===== src/rtl/alu_fwd_ctrl.sv =====
// alu_fwd_ctrl: load-use / RAW hazard detection and EX operand-forwarding control.
// Optional feature macro ALU_FWD_CTRL_FWD_EN: when defined, operands forward from MEM/WB; when undefined, dependents stall.
module alu_fwd_ctrl (
    input  logic        clk,
    input  logic        rst_n,
    input  logic        id_valid,
    input  logic [4:0]  id_rs,
    input  logic [4:0]  id_rt,
    input  logic        id_use_rs,
    input  logic        id_use_rt,
    input  logic        id_alusrc,
    input  logic [4:0]  id_rd,
    input  logic        id_regwrite,
    input  logic        id_memread,
    output logic        stall,
    output logic [1:0]  fwd_a,
    output logic [1:0]  fwd_b,
    output logic        ex_alusrc,
    output logic [15:0] stall_cnt
);

    typedef struct packed {
        logic [4:0] rd;
        logic       regwrite;
        logic       memread;
    } stage_t;

    typedef enum logic {
        RUN   = 1'b0,
        STALL = 1'b1
    } state_t;

    localparam int EX  = 0;
    localparam int MEM = 1;
    localparam int WB  = 2;

    stage_t      stage_reg [3];
    stage_t      ex_next;
    state_t      state_reg;
    state_t      state_next;
    logic        hit_a [3];
    logic        hit_b [3];
    logic        use_a;
    logic        use_b;
    logic        hazard;
    logic        stall_int;
    logic        accept;
    logic [1:0]  fwd_a_reg;
    logic [1:0]  fwd_a_next;
    logic [1:0]  fwd_b_reg;
    logic [1:0]  fwd_b_next;
    logic        ex_alusrc_reg;
    logic        ex_alusrc_next;
    logic [15:0] stall_cnt_reg;

    // Operand B comes from the immediate when id_alusrc is set, so rt is not a real source then.
    assign use_a = id_valid & id_use_rs;
    assign use_b = id_valid & id_use_rt & ~id_alusrc;

    genvar gi;
    generate
        for (gi = 0; gi < 3; gi++) begin : g_match
            logic live;
            assign live      = stage_reg[gi].regwrite && (stage_reg[gi].rd != 5'd0);
            assign hit_a[gi] = live && use_a && (stage_reg[gi].rd == id_rs);
            assign hit_b[gi] = live && use_b && (stage_reg[gi].rd == id_rt);
        end
    endgenerate

`ifdef ALU_FWD_CTRL_FWD_EN
    // Only a load still in EX cannot be forwarded in time.
    assign hazard = stage_reg[EX].memread && (hit_a[EX] || hit_b[EX]);
`else
    assign hazard = hit_a[EX] || hit_a[MEM] || hit_a[WB] ||
                    hit_b[EX] || hit_b[MEM] || hit_b[WB];
`endif

    always_ff @(posedge clk or negedge rst_n) begin
        if (!rst_n) begin
            state_reg <= RUN;
        end else begin
            state_reg <= state_next;
        end
    end

    always_comb begin
        state_next = state_reg;
        case (state_reg)
            RUN:     if (hazard)  state_next = STALL;
            STALL:   if (!hazard) state_next = RUN;
            default: state_next = RUN;
        endcase
    end

    // Stall follows the live hazard so it drops in the same cycle the producer moves on.
    always_comb begin
        stall_int = hazard;
    end

    assign accept = id_valid & ~stall_int;

    always_comb begin
        ex_next        = '0;
        fwd_a_next     = 2'b00;
        fwd_b_next     = 2'b00;
        ex_alusrc_next = 1'b0;
        if (accept) begin
            ex_next.rd       = id_rd;
            ex_next.regwrite = id_regwrite;
            ex_next.memread  = id_memread;
            ex_alusrc_next   = id_alusrc;
`ifdef ALU_FWD_CTRL_FWD_EN
            // Current EX producer will sit in MEM next cycle, current MEM producer in WB.
            fwd_a_next = hit_a[EX] ? 2'b10 : (hit_a[MEM] ? 2'b01 : 2'b00);
            fwd_b_next = hit_b[EX] ? 2'b10 : (hit_b[MEM] ? 2'b01 : 2'b00);
`endif
        end
    end

    always_ff @(posedge clk or negedge rst_n) begin
        if (!rst_n) begin
            stage_reg[EX]  <= '0;
            stage_reg[MEM] <= '0;
            stage_reg[WB]  <= '0;
            fwd_a_reg      <= 2'b00;
            fwd_b_reg      <= 2'b00;
            ex_alusrc_reg  <= 1'b0;
            stall_cnt_reg  <= 16'h0000;
        end else begin
            stage_reg[WB]  <= stage_reg[MEM];
            stage_reg[MEM] <= stage_reg[EX];
            stage_reg[EX]  <= ex_next;
            fwd_a_reg      <= fwd_a_next;
            fwd_b_reg      <= fwd_b_next;
            ex_alusrc_reg  <= ex_alusrc_next;
            if (stall_int && (stall_cnt_reg != 16'hFFFF)) begin
                stall_cnt_reg <= stall_cnt_reg + 16'd1;
            end
        end
    end

    assign stall     = stall_int;
    assign fwd_a     = fwd_a_reg;
    assign fwd_b     = fwd_b_reg;
    assign ex_alusrc = ex_alusrc_reg;
    assign stall_cnt = stall_cnt_reg;

endmodule


===== config.mk =====
export PLATFORM = sky130hd
export DESIGN_NAME = alu_fwd_ctrl
export DESIGN_NICKNAME = d
export VERILOG_FILES = /design/src/rtl/alu_fwd_ctrl.sv
export SDC_FILE = /design/constraint.sdc
export NUM_CORES = 1
export LEC_CHECK = 0
export CORE_AREA = 2 2 61 63
export CTS_CLUSTER_DIAMETER = 30
export DETAILED_ROUTE_END_ITERATION = 16
export DIE_AREA = 0 0 63 65
export DONT_BUFFER_PORTS = 1
export GPL_TIMING_DRIVEN = 0
export PLACE_DENSITY = 0.65
export SYNTH_ARGS = -nofsm -noshare
export SYNTH_HDL_FRONTEND = slang
export SYNTH_SLANG_ARGS = --single-unit
export TNS_END_PERCENT = 100

===== constraint.sdc =====
create_clock -name clk -period 5.87 [get_ports clk]
set_input_delay 0.8805 -clock clk [delete_from_list [all_inputs] [get_ports clk]]
set_output_delay 0.8805 -clock clk [all_outputs]
set_load 0.03 [all_outputs]

==> run_results.csv, run 1 <==
group,metric,value,unit
status,status,"finished, final reports clean",
route,drc_errors,0,
sta,max_freq,276,MHz
layout,fin_util,56.7,%
clocking,clkLatencyLatePin,0.35,ns
layout,final_cell_area,0.00198,mm²
synth,synth_top_area_share,47.6,%
worst_setup_path,arrival,2.74,ns
route,ant_nets,0,
global_routing,grt_pass1_vias,1366,
clocking,cts_max_level,2,
route,vias,1317,
layout,drive_gt1_share,12.7,%
die,num_io_pins,45,
sta,tightest_slew,0.596,ns
die,initial_utilization,52.7,%
worst_setup_path,critPathKind,"flop to primary output",
global_routing,antenna_found_initial,0,
sta,relSlewSlack,59.2,%
clocking,cts_hold_buf,0,
route,wl_per_cell,17.0,µm
power,p_sw,123,µW
synth,synthArstFlopShare,100,%
sta,post-route-min-period,3.62,ns
power,power.share.switching,26.2,%
sta,drv_slew,0,
synth,synth-seq-area-share,47.6,%
clocking,cts_buffers,5,
place,port_buffers,0,
die,fp.dieH,65,µm
synth,synth_edf_count,0,
power,ir_drop,0.196,mV
power,p_leak,0.000851,µW
job,drv_cap,0,
clocking,ctsResizeCount,0,
synth,ys_ff_latch,35,
power,power_density,236,mW/mm²
power,power,468,µW
route,finalWirelength,3.90,mm
place,routabilityCongestion,0.845,
sta,skew,0.0189,ns
layout,area_delta_synth_final,7.61,%
clocking,cts_setup_buffers,0,
worst_setup_path,startpoint_type,"flop",
sta,finalHoldViolations,0,
synth,syn_avg_cell_area,10.8,µm²
die,design.core.area,0.00350,mm²
worst_setup_path,critPathCaptureType,"primary output",
route,dr.pass1.iters,5,
clocking,clkTransAtPathRegs,0.12,ns
synth,ys.flop_type,"dfrtp_1",
synth,syn_area,0.00184,mm²
power,power_frac_seq,59.7,%
clocking,clockRootBuffer,"clkbuf_4",
clocking,clock-sinks,35,
layout,largest_reg_flops,18,
sta,timing.hold.ws,0.201,ns
layout,final_net_count,204,
die,die_w,63,µm
worst_setup_path,critPathRequiredTime,4.99,ns
synth,synth_area_leaders,"dfrtp_1 (48%), xnor2_1 (12%), xor2_1 (6.7%)",
route,drt-initial-drc-count,71,
power,clockPowerShare,32.0,%
place,placed_area,0.00191,mm²
global_routing,grt_use_total,21.2,%
power,p_comb_share,8.4,%
power,internal_power,346,µW
clocking,tritoncts,"built",
die,dieArea,0.00410,mm²
worst_hold_path,hold_path.class,"primary input to asynchronous set/reset pin",
global_routing,grt_max_degree,36,
worst_setup_path,crit_fanout,9,
synth,synth_area_leader_cell,"dfrtp_1",
die,num_rows,22,
synth,syn_inst,170,
route,vias_per_cell,5.75,
layout,antenna_cells,0,
synth,yosys_warnings,0,
sta,rsz0062_at_grt,"no",
sta,setup_viol,0,
global_routing,grt_pass1_wl,6.56,mm
clocking,clock_tree.buffer_depth,2,
synth,synth.distinct_cells,35,
global_routing,grt_remaining_overflow,0,
sta,period_share,61.7,%
sta,finalSetupTns,0,ns
critical path, stage by stage, from the launching register on:
cell      delay [ns]
dfrtp_1         0.46
or4_1           0.54
o21ai_2         0.15
nor4_1          0.09
a311oi_4        0.53
and2_0          0.38
inv_1           0.23
final timing paths:
| check | cells after the start | from | slack, ns | end |
|---|---|---|---|---|
| worst max-delay path | 6 | stage_reg[11]$_DFF_PN0_ | 2.25 | stall |
| min in group clk | 0 | stage_reg[15]$_DFF_PN0_ | 0.44 | stage_reg[8]$_DFF_PN0_ |
| worst min-delay path | 0 | rst_n | 0.20 | stage_reg[4]$_DFF_PN0_ |
| max in group asynchronous | 0 | rst_n | 5.57 | stage_reg[18]$_DFF_PN0_ |
| worst min register to register | 0 | stage_reg[15]$_DFF_PN0_ | 0.44 | stage_reg[8]$_DFF_PN0_ |
| worst max register to register | 7 | stage_reg[11]$_DFF_PN0_ | 3.36 | stall_cnt[12]$_DFFE_PN0P_ |
power groups by stage:
| stage | Combinational [µW] | Sequential [µW] | Clock [µW] |
|---|---|---|---|
| global route | 43.5 | 281 | 165 |
| finish | 39.2 | 279 | 150 |
| global placement | 37.7 | 283 | 0 |
| detailed placement | 39.1 | 284 | 0 |
| floorplan | 35.2 | 280 | 0 |
| CTS | 39.3 | 279 | 154 |
metrics by stage:
step                      setup WS [ns]  std cells
after global routing               2.02        229
after global placement             2.58        221
final                              2.25        229
after CTS                          2.25        229
after detailed placement           2.50        221
after floorplan                    2.86        173
final cells by class:
type	instances	area, µm²
Tap cell	48	60.1
Multi-Input combinational cell	127	912
Buffer	7	50.0
Inverter	4	15.0
Fill cell	314	1510
Sequential cell	35	876
Clock buffer	8	68.8
cell usage in the layout, fill, tap and decap left out, types with 2 or more instances in the layout:
cell and n:
mux2_2 4, a2111oi_0 4, nand2_1 18, clkbuf_4 5
dfrtp_1 35, xnor2_1 25, a21oi_1 3, and3_1 7
buf_4 4, nor3_1 4, nand4_1 7, inv_1 4
or4_1 2, a211oi_1 8, clkbuf_1 2, nor4_1 4
clkbuf_8 2, nand3_1 6, a211o_1 2, xor2_1 14
conb_1 4, nor2_1 2
layer usage:
metal  up-vias  wire length (µm)  global-route usage (%)
met5         -                 0                       0
met4         0                79                    11.4
met3         8               258                    7.47
met2        43              1810                    32.7
met1       650              1750                    26.1
li1        616                 -                       -
Yosys cell counts (2+ instances only):
master     number
a2111oi_0       4
a211o_1         2
a211oi_1        8
a21oi_1         3
and3_1          7
buf_4           4
dfrtp_1        35
inv_1           4
mux2_2          4
nand2_1        18
nand3_1         6
nand4_1         7
nor2_1          2
nor3_1          4
nor4_1          4
or4_1           2
xnor2_1        25
xor2_1         14
kinds of logic (layout without fill, tap and decap cells):
group	Yosys count	count (layout)	share of synthesized area [%]
xor+xnor	39	39	18.5
fa+ha+maj	1	1	0.679
flops	35	35	47.6
buf+inv	11	19	3.53
simple gates	54	54	15.2
compound gates	24	24	11.0
mux	5	5	3.26
other cells	1	4	0.204
No activity file was read; power rests on OpenSTA's default activity.
==> run 2: changes to the inputs <==
Settings changed: PLACE_DENSITY 0.65 to 0.68.
Clock period 5.87 ns to 3.1 ns, I/O delays scaled along.
==> run_results.csv, run 2 (synthesis results as in run 1) <==
group,metric,value,unit
status,status,"finished, final reports clean",
worst_setup_path,arrival,2.44,ns
worst_setup_path,critPathKind,"flop to primary output",
die,num_io_pins,45,
power,power_density,422,mW/mm²
route,dr.pass1.iters,4,
clocking,clkTransAtPathRegs,0.10,ns
clocking,clock_tree.buffer_depth,2,
global_routing,grt_pass1_wl,6.38,mm
sta,period_share,93.6,%
sta,post-route-min-period,2.90,ns
power,p_leak,0.000860,µW
die,dieArea,0.00410,mm²
clocking,cts_buffers,5,
sta,setup_viol,0,
clocking,clock-sinks,35,
clocking,clkLatencyLatePin,0.34,ns
route,finalWirelength,3.62,mm
sta,tightest_slew,0.516,ns
worst_setup_path,critPathRequiredTime,2.63,ns
worst_setup_path,slowest_delay,0.53,ns
place,port_buffers,0,
layout,final_cell_area,0.00201,mm²
sta,finalSetupTns,0,ns
layout,final_net_count,207,
place,dp_slack,0.326,ns
layout,area_delta_synth_final,9.10,%
sta,max_freq,345,MHz
sta,skew,0.00578,ns
route,drc_errors,0,
clocking,cts_max_level,2,
job,drv_cap,0,
power,power,849,µW
layout,layout.cells.most_common,"dfrtp_1",
clocking,clockRootBuffer,"clkbuf_4",
global_routing,grt_use_total,19.9,%
worst_setup_path,critPathCaptureType,"primary output",
worst_setup_path,slowest_stage,"or4_1",
worst_hold_path,hold_path.class,"primary input to flop",
worst_setup_path,crit_family,"simple AND/OR/NAND/NOR gates",
die,num_rows,22,
layout,drive_gt1_share,13.0,%
worst_setup_path,crit_chain,"or4_1, o21ai_1, nor3_1, a31oi_4, and2_1, inv_1",
layout,largest_reg_flops,18,
place,routabilityCongestion,0.938,
sta,drv_slew,0,
sta,rsz0062_at_grt,"no",
worst_setup_path,startpoint_type,"flop",
route,drt-initial-drc-count,60,
die,die_w,63,µm
layout,num-fill-cells,309,
global_routing,grt_remaining_overflow,0,
route,wl_per_cell,15.6,µm
sta,worst_slack,0.200,ns
clocking,tritoncts,"built",
route,vias,1323,
layout,antenna_cells,0,
worst_setup_path,crit_fanout,9,
die,initial_utilization,52.7,%
route,ant_nets,0,
route,vias_per_cell,5.70,
global_routing,antenna_found_initial,0,
die,design.core.area,0.00350,mm²
power,ir_drop,0.248,mV
global_routing,grt_max_degree,36,
place,dp_hpwl,2.72,mm
place,placed_area,0.00191,mm²
sta,relSlewSlack,65.3,%
layout,final_cell_mix,"dfrtp_1 (35), xnor2_1 (25), nand2_1 (18)",
global_routing,grt_pass1_vias,1349,
sta,finalHoldViolations,0,
die,fp.dieH,65,µm
worst_setup_path,path_buf_inv,1,
## run 2: stage by stage
stage / hold slack (ns) / cells / util (%)
final: 0.272 / 232 / 57.5
after global routing: 0.248 / 232 / 57.5
after CTS: 0.261 / 231 / 57.0
after detailed placement: 0.170 / 221 / 54.7
after global placement: 0.171 / 221 / 54.7
after floorplan: 0.169 / 173 / -
## run 2: per-layer routing
metal / track usage, % / wire (µm) / vias up
li1: - / - / 625
met5: 0 / 0 / -
met2: 32.0 / 1750 / 40
met3: 5.56 / 209 / 4
met1: 26.1 / 1640 / 654
met4: 6.11 / 29 / 0
## run 2: path summary, 6_finish.rpt
kind	startpoint	endpoint	slack, ns	depth (start not counted)
hold / removal	id_valid	stage_reg[19]$_DFF_PN0_	0.27	1
setup reg to reg	stall_cnt[0]$_DFFE_PN0P_	stall_cnt[14]$_DFFE_PN0P_	0.66	7
setup / recovery	stage_reg[3]$_DFF_PN0_	stall	0.20	6
hold reg to reg	stage_reg[8]$_DFF_PN0_	stage_reg[1]$_DFF_PN0_	0.42	0
min in group asynchronous	rst_n	stall_cnt[11]$_DFFE_PN0P_	0.58	2
max in group asynchronous	rst_n	stage_reg[15]$_DFF_PN0_	2.35	2
## run 2: power breakdown
| group | internal [µW] | total, µW | switching (µW) |
|---|---|---|---|
| Sequential | 478 | 529 | 50.9 |
| Combinational | 46.4 | 87.1 | 40.6 |
| Clock | 88.3 | 232 | 144 |
| Total | 613 | 849 | 236 |
## run 2: repair_timing
action / CTS / global route
hold buffers: 2 / 0
buffers inserted: 0 / 1
resized for setup: 1 / 1
endpoints found under the hold margin: 35 / 0
pin swaps: 0 / 1
endpoints found under the setup margin: 1 / 1
## run 2: cell type report
type                       instances  area (µm²)  share of cell area, %
buffer                             7        50.0                   2.49
timing repair buffer               3        37.5                   1.87
sequential                        35         876                   43.6
inverter                           4        15.0                  0.747
multi-input combinational        127         921                   45.8
clock buffer                       7        45.0                   2.24
clock inverter                     1        5.00                  0.249
tap                               48        60.1                   2.99
## run 2: worst reg2reg max path, cell delays in order (launching register included)
cell,delay (ns)
dfrtp_1,0.59
ha_1,0.28
nand2_1,0.09
nor3_1,0.31
nand4_1,0.16
or2_2,0.34
a211oi_1,0.20
mux2_2,0.36
